$ cat src/rtl/coco_bucket_dump.sv
// CocoSketch bucket read-out engine: scans every bucket once, streams the heavy
// hitters out on a valid/ready port and optionally zeroes each bucket it reads.
module coco_bucket_dump #(
  parameter int RAM_PTR = 4,
  parameter int KEY_W   = 64,
  parameter int CNT_W   = 32
) (
  input  logic                   clk,
  input  logic                   rst_n,
  input  logic                   start,
  input  logic [CNT_W-1:0]       threshold,
  input  logic                   clear_en,
  output logic                   busy,
  output logic                   done,
  output logic [RAM_PTR:0]       emit_cnt,
  output logic                   ram_rd_en,
  output logic [RAM_PTR-1:0]     ram_rd_addr,
  input  logic [KEY_W+CNT_W-1:0] ram_rd_data,
  output logic                   ram_wr_en,
  output logic [RAM_PTR-1:0]     ram_wr_addr,
  output logic [KEY_W+CNT_W-1:0] ram_wr_data,
  output logic [KEY_W-1:0]       out_key,
  output logic [CNT_W-1:0]       out_cnt,
  output logic                   out_valid,
  input  logic                   out_ready,
  output logic [2:0]             state_dbg
);

  // Output stream: a beat transfers on a rising clk edge where out_valid and
  // out_ready are both high; once raised, out_valid and the payload stay
  // unchanged until that edge, and out_ready alone never has any effect.

  typedef enum logic [2:0] {
    IDLE = 3'd0,
    RD   = 3'd1,
    CHK  = 3'd2,
    OUT  = 3'd3,
    FIN  = 3'd4
  } state_t;

  localparam logic [RAM_PTR-1:0] ADDR_ONE = RAM_PTR'(1);
  localparam logic [RAM_PTR:0]   EMIT_ONE = (RAM_PTR + 1)'(1);

  state_t             state;
  logic [RAM_PTR-1:0] addr;
  logic [CNT_W-1:0]   thr_reg;
  logic               clr_reg;

  logic [CNT_W-1:0] rd_cnt;
  logic [KEY_W-1:0] rd_key;
  logic             pass;
  logic             last;
  logic             advance;

  assign rd_cnt      = ram_rd_data[CNT_W-1:0];
  assign rd_key      = ram_rd_data[KEY_W+CNT_W-1:CNT_W];
  assign pass        = (rd_cnt != '0) && (rd_cnt >= thr_reg);
  assign last        = (addr == {RAM_PTR{1'b1}});
  assign advance     = ((state == CHK) && !pass) || ((state == OUT) && out_ready);
  assign ram_wr_data = '0;
  assign state_dbg   = state;

  always_ff @(posedge clk or negedge rst_n) begin
    if (!rst_n) begin
      state       <= IDLE;
      addr        <= '0;
      thr_reg     <= '0;
      clr_reg     <= 1'b0;
      busy        <= 1'b0;
      done        <= 1'b0;
      emit_cnt    <= '0;
      ram_rd_en   <= 1'b0;
      ram_rd_addr <= '0;
      ram_wr_en   <= 1'b0;
      ram_wr_addr <= '0;
      out_key     <= '0;
      out_cnt     <= '0;
      out_valid   <= 1'b0;
    end else begin
      done      <= 1'b0;
      ram_rd_en <= 1'b0;
      ram_wr_en <= 1'b0;
      case (state)
        IDLE: begin
          if (start) begin
            thr_reg     <= threshold;
            clr_reg     <= clear_en;
            addr        <= '0;
            emit_cnt    <= '0;
            busy        <= 1'b1;
            ram_rd_en   <= 1'b1;
            ram_rd_addr <= '0;
            state       <= RD;
          end
        end
        RD: begin
          // The clear lands in CHK, after the read data has already been captured.
          ram_wr_en   <= clr_reg;
          ram_wr_addr <= addr;
          state       <= CHK;
        end
        CHK: begin
          if (pass) begin
            out_key   <= rd_key;
            out_cnt   <= rd_cnt;
            out_valid <= 1'b1;
            state     <= OUT;
          end
        end
        OUT: begin
          if (out_ready) begin
            out_valid <= 1'b0;
            emit_cnt  <= emit_cnt + EMIT_ONE;
          end
        end
        FIN: begin
          state <= IDLE;
        end
        default: begin
          state <= IDLE;
        end
      endcase

      // Shared step to the next bucket, or to FIN after the last one (no wrap).
      if (advance) begin
        if (last) begin
          busy  <= 1'b0;
          done  <= 1'b1;
          state <= FIN;
        end else begin
          addr        <= addr + ADDR_ONE;
          ram_rd_en   <= 1'b1;
          ram_rd_addr <= addr + ADDR_ONE;
          state       <= RD;
        end
      end
    end
  end

endmodule

$ cat config.mk
export PLATFORM = sky130hd
export DESIGN_NAME = coco_bucket_dump
export DESIGN_NICKNAME = d
export VERILOG_FILES = /design/src/rtl/coco_bucket_dump.sv
export SDC_FILE = /design/constraint.sdc
export NUM_CORES = 1
export LEC_CHECK = 0
export ABC_AREA = 1
export BUFFER_PORTS_ARGS = -buffer_cell sky130_fd_sc_hd__buf_4
export CORE_ASPECT_RATIO = 1.2
export CORE_MARGIN = 2
export CORE_UTILIZATION = 45
export DETAILED_ROUTE_END_ITERATION = 10
export PLACE_DENSITY = 0.85
export SLEW_MARGIN = 25
export SYNTH_ARGS = -nofsm -noshare
export SYNTH_HDL_FRONTEND = slang
export SYNTH_SLANG_ARGS = --single-unit
$ cat constraint.sdc
create_clock -name clk -period 5.3 [get_ports clk]
set_clock_uncertainty 0.1 [all_clocks]
set_input_delay 0.265 -clock clk [delete_from_list [all_inputs] [get_ports clk]]
set_output_delay 0.265 -clock clk [all_outputs]
set_load 0.1 [all_outputs]
# Yosys cells after proc, flatten, opt, wreduce, memory -nomap -nowiden
# Cells that the tools add are included.
[totals]
inputBits = 133
register_bits = 154
word_cells = 71
[classes]
reduce_logical = 14
add_sub_neg = 2
n_lt_le_gt_ge = 1
mux = 30
eq_ne = 10
[ops]
columns = ["op", "count"]
rows = [
  [">= comparator 32 bit", 1],
  ["2-to-1 mux 4 bit", 8],
  ["nonzero test 32 bit", 1],
  ["2-to-1 mux 1 bit", 13],
  ["2-to-1 mux 3 bit", 4],
  ["case mux 3 bit (4 select lines)", 1],
  ["2-to-1 mux 5 bit", 2],
  ["case mux 5 bit (2 select lines)", 1],
  ["AND reduction 3 bit", 3],
  ["inequality test 2 bit (second input constant)", 4],
  ["equality test 3 x 2 -> 1 bit (second input constant)", 2],
  ["inequality test 3 bit (second input constant)", 2],
  ["adder 5 x 1 -> 5 bit (second input constant)", 1],
  ["adder 4 x 1 -> 4 bit (second input constant)", 1],
  ["equality test 4 bit (second input constant)", 1],
  ["AND reduction 2 bit", 2],
  ["nonzero test 2 bit", 2],
  ["equality test 3 x 1 -> 1 bit (second input constant)", 1],
  ["logical AND 1 bit", 3],
  ["logical NOT 3 bit", 1],
  ["case mux 1 bit (2 select lines)", 1],
  ["logical NOT 1 bit", 1],
  ["logical OR 1 bit", 1],
]

# Logic depth before layout (Yosys ltp)
[depth]
word_depth = 7
ltp_mapped = 18

# Least setup slack after synthesis
# No wires, ideal clock.
[synth_path]
path_kind = "register to register"
from = "register state[0] (netlist: state_dbg[0])"
to = "register emit_cnt[2]"
path_buffers = 2
t_arrival_ns = 2.027
path_stages_with_launch = 9
setup_slack_ns = 3.087
synth_period_minus_slack_ns = 2.213
path_cell_list = "dfrtp_1 > nor2_1 > inv_1 > nor2_1 > nand2_1 > inv_1 > buf_4 > buf_4 > nor3_1"
[synth_between]
elab_chain_len = 3
elab_cells_between_ends = 7
[synth_lines]
columns = ["item", "line", "source"]
rows = [
  ["start: declaration", "44", "state_t state;"],
  ["start signal: assignment", "65", "state <= IDLE;"],
  ["start signal: assignment", "93", "state <= RD;"],
  ["start signal: assignment", "100", "state <= CHK;"],
  ["equality test 3 x 2 -> 1 bit or logical NOT 3 bit (tied branches)", "83", "case (state)"],
  ["inequality test 2 bit (no source line) or nonzero test 2 bit (tied branches)", "n/a", ""],
  ["AND reduction 3 bit (no source line)", "n/a", ""],
  ["end signal: assignment", "113", "emit_cnt <= emit_cnt + EMIT_ONE;"],
  ["end: declaration", "15", "output logic [RAM_PTR:0] emit_cnt,"],
]
# Several ways; a longest one is shown, not always the timed one.
# A chain may end at the register's enable or synchronous reset.

# Final worst setup path
[layout_path]
from = "input ram_rd_data[7]"
to = "register out_key[6]"
[layout_between]
elab_chain_len = 3
elab_cells_between_ends = 4
[layout_lines]
columns = ["item", "line", "source"]
rows = [
  ["start: declaration", "18", "input logic [KEY_W+CNT_W-1:0] ram_rd_data,"],
  [">= comparator 32 bit or nonzero test 32 bit (tied branches)", "57", "assign pass = (rd_cnt != '0) && (rd_cnt >= thr_reg);"],
  ["logical AND 1 bit (*)", "57", ""],
  ["AND reduction 2 bit (no source line) (*)", "n/a", ""],
  ["end signal: assignment", "104", "out_key <= rd_key;"],
  ["end: declaration", "22", "output logic [KEY_W-1:0] out_key,"],
]
# Every way passes the cells marked *; elsewhere a longest branch is shown, timed or not.

==> results <==
- During synthesis, Yosys emitted a total of 0 warnings.
- The library cell with the highest instance count after synthesis is nand2_1.
- The post-synthesis to final-layout area growth is 37.13%.
- The total number of clock tree sinks is 154.
- In this run the clock root is driven by a clkbuf_16.
- The end of the worst register-to-register path is out_key[6].
- The peak fanout along the critical path is 158.
- The pin count of the biggest net entering global routing is 159.
- The compound-gate portion of the synthesized area is 0.1501.
- The number of input and output port buffers inserted is 249.
- The clock network latency to the later pin of the worst-skew pair is 0.42 ns.
- Yosys attributes the largest share of cell area to dfrtp_1, o21ai_2, nand2_1.
- Of the total synthesized cell area, the portion taken by AND, OR, NAND and NOR gates is 0.1228.
- The die is 126.6 um wide.
- The total number of nets in the final design is 1,384.
- The number of vias in the routed layout is 6,607.
- The H-tree was split into 4 levels.
- The number of slew-limit violations in the final report is 0.
- The via count of the first global-routing pass was 6,520.
- STA puts the critical path data required time at 5.54 ns.
- After the first detailed-routing iteration, the DRC count stood at 338.
- In this run the tightest slew margin relative to its limit is 0.4018.
- Gates resized during post-CTS repair numbered 0.
- In the final timing run, aggregate negative setup slack is 0 ns.
- The most area-hungry cell type in the Yosys netlist is dfrtp_1.
- Wires add up to 20,180 um.
- Counting instances in the post-synthesis netlist gives the leading cell types as nand2_1, dfrtp_1, inv_1.
- The worst register-to-register path begins at thr_reg[31].
- The count of nets left with antenna violations once routing finished came out at 0.
- The register area share after synthesis is 0.4746.
- At the pin with the least slew margin, the transition time is 0.8974 ns.
- The adder and majority gate portion of the synthesized area is 0.05239.
- The count of distinct cell types in the synthesized netlist is 32.
- The post-placement worst setup slack is 2.383 ns.
- Measured in cells, the most critical reg-to-reg path has a length of 11.
- Across all register-to-register paths, the minimum setup slack is 2.41 ns.
- The total global routing overflow is 0.
- The global routing usage summed across all routing layers is 0.2092.
- For this configuration, the core starts out at a cell density of 0.4621.
- Clock-pin slew was measured on the worst setup and hold paths at 0.07 ns.
- Counting flops with a built-in enable in the synthesized netlist gives 0.
- The number of flip-flops and latches in the synthesized netlist is 154.
- The mean post-synth cell area is 9.083 um^2.
- The type of the setup path with the least slack is input port to register.
- The share of flip-flops with an asynchronous set or reset is 1.000.
- Setup violations remaining at the end of the flow were counted as 0.
- The share of final-layout standard cells stronger than drive strength 1 is 0.3081.
- The final-report hold violation count is 0.
- After synthesis, the largest family of logic cells by area is buffers and inverters.
- Setup repair after global routing left no endpoint under its margin.
- The run finished with clean final reports.
- Of the total synthesized cell area, the portion taken by XOR and XNOR cells is 0.004314.
- STA classifies the critical path endpoint as a register.
- The worst path in the final design needs a cycle of 2.973 ns, including I/O delays and setup.
- In the finished design, the share of the clock period the worst path needs comes to 0.5609.
- The number of standard-cell rows in the floorplan is 53.
- The achievable frequency is 336.4 MHz.
- For this run, the detailed router's first-pass iteration total came to 4.
- The area of the multi-input gates is 3067 um^2.
- The global placer's final weighted congestion is 0.8365.
- The register with the most flip-flops in the layout has 64 of them.
- For this design the top-level I/O count stands at 346.
- The number of antenna violations at the first check in global routing is 1.
- In this run the vertical extent of the chip is 151.2 um.
- The max-cap check violation count is 0.
- The detailed-placement wirelength estimate is 13,920 um.
- The capture endpoint of the worst hold path is out_key[50].
- Data arrives at the worst endpoint at 3.21 ns.
- The prevailing post-synth register cell is dfrtp_1.
- The number of cells traversed by the worst hold path is 3.
- The layout has 1,356 filler cells.
- The total die area is 19,140 um^2.
- The number of buffers on the longest clock path is 2.
- The path type of the worst min-delay path is input port to register.
- The gate count of the mapped netlist is 894.
- The area occupied by registers is 3854 um^2.
- The standard cell core area is 17,570 um^2.
- Of the post-synthesis cell area, the dominant cell type holds 0.4746.
- The number of setup buffers added after CTS is 0.
- The wire length per cell after detailed routing is 13.91 um.
- After detailed routing, the number of remaining DRC violations is 0.
- TritonCTS built the clock tree.
- The portion of synthesized area spent on multiplexers is 0.002773.
- After clock tree synthesis, the flow added hold-fix buffers numbering 84.
- The number of clock buffers added by TritonCTS is 17.
- STA classifies the critical path startpoint as an input port.
- The cell area after synthesis is 8120 um^2.
- In the routed layout, each cell is associated on average with a via count of 4.553.
- The wire length of the first global-routing pass is 31,960 um.
- The startpoint identified for the worst hold timing path is ram_rd_data[82].
- The worst setup slack after layout is 2.327 ns.
routing by layer:
| metal | GRT usage | share of wire | vias up |
|---|---|---|---|
| met5 | 0 | 0 | - |
| met4 | 0.07967 | 0.023 | 0 |
| met3 | 0.04981 | 0.063 | 34 |
| met2 | 0.3719 | 0.52 | 245 |
| met1 | 0.2449 | 0.39 | 3088 |
| li1 | - | - | 3240 |
cell families (layout without fill, tap and decap cells):
family,count (synthesis),after routing
buf+inv,277,518
simple gates,248,248
compound gates,174,174
flops,154,154
fa+ha+maj,34,34
xor+xnor,4,4
mux,2,2
other cells,1,97
worst max-delay path, stage by stage:
cell and delay, ns:
dlygate4sd3_1 0.53, buf_4 0.14, ha_1 0.31, a21o_1 0.18
nor2_1 0.11, nand2_1 0.08, nand2_1 0.06, nand2_1 0.05
nand2_1 0.06, nand2_2 0.07, nand3_4 0.33, buf_12 0.62
nand2_1 0.19, o21ai_2 0.11
stage by stage:
step	area, um^2	hold slack [ns]	std cells	utilization
after detailed placement	9663	0.3690	1334	0.5499
after floorplan	8477	-0.1306	989	-
after global routing	11140	0.0004229	1451	0.6337
final	11140	0.006754	1451	0.6337
after global placement	9663	0.3627	1334	0.5499
after CTS	11130	0.0006123	1450	0.6333
layout by cell type (no fill, tap or decap), types with 3 or more instances in the layout:
cell type / count
nand2_1: 200
dfrtp_1: 154
nand4_1: 10
conb_1: 96
o21ai_2: 88
a21oi_1: 15
xor2_1: 3
inv_1: 149
o21ai_1: 10
clkinvlp_4: 4
nor4_1: 3
buf_4: 249
bufinv_16: 4
o21ai_0: 55
clkbuf_16: 17
dlygate4sd3_1: 84
nand3_1: 6
ha_1: 34
nor2_1: 21
how the worst max path moves through the flow:
stage                    startpoint     endpoint  slack [ns]  depth (start not counted)
floorplan              state_dbg[0]  emit_cnt[2]        3.09                          8
global placement    ram_rd_data[17]  out_cnt[27]        2.40                          9
detailed placement  ram_rd_data[17]  out_key[62]        2.38                          8
CTS                     thr_reg[31]  out_key[62]        2.38                         10
global route         ram_rd_data[7]  out_key[36]        2.15                         14
finish               ram_rd_data[7]   out_key[6]        2.33                         14
area by class of cell:
class | count | share of cell area
Antenna cell | 1 | 0.0002247
Sequential cell | 154 | 0.3461
Multi-Input combinational cell | 558 | 0.2754
Clock inverter | 13 | 0.01730
Tap cell | 220 | 0.02472
Inverter | 151 | 0.05101
Clock buffer | 19 | 0.03888
Timing Repair Buffer | 335 | 0.2464
Power is not shown: default switching activity piles up to over one toggle a cycle in this logic, so the estimate is an artifact.
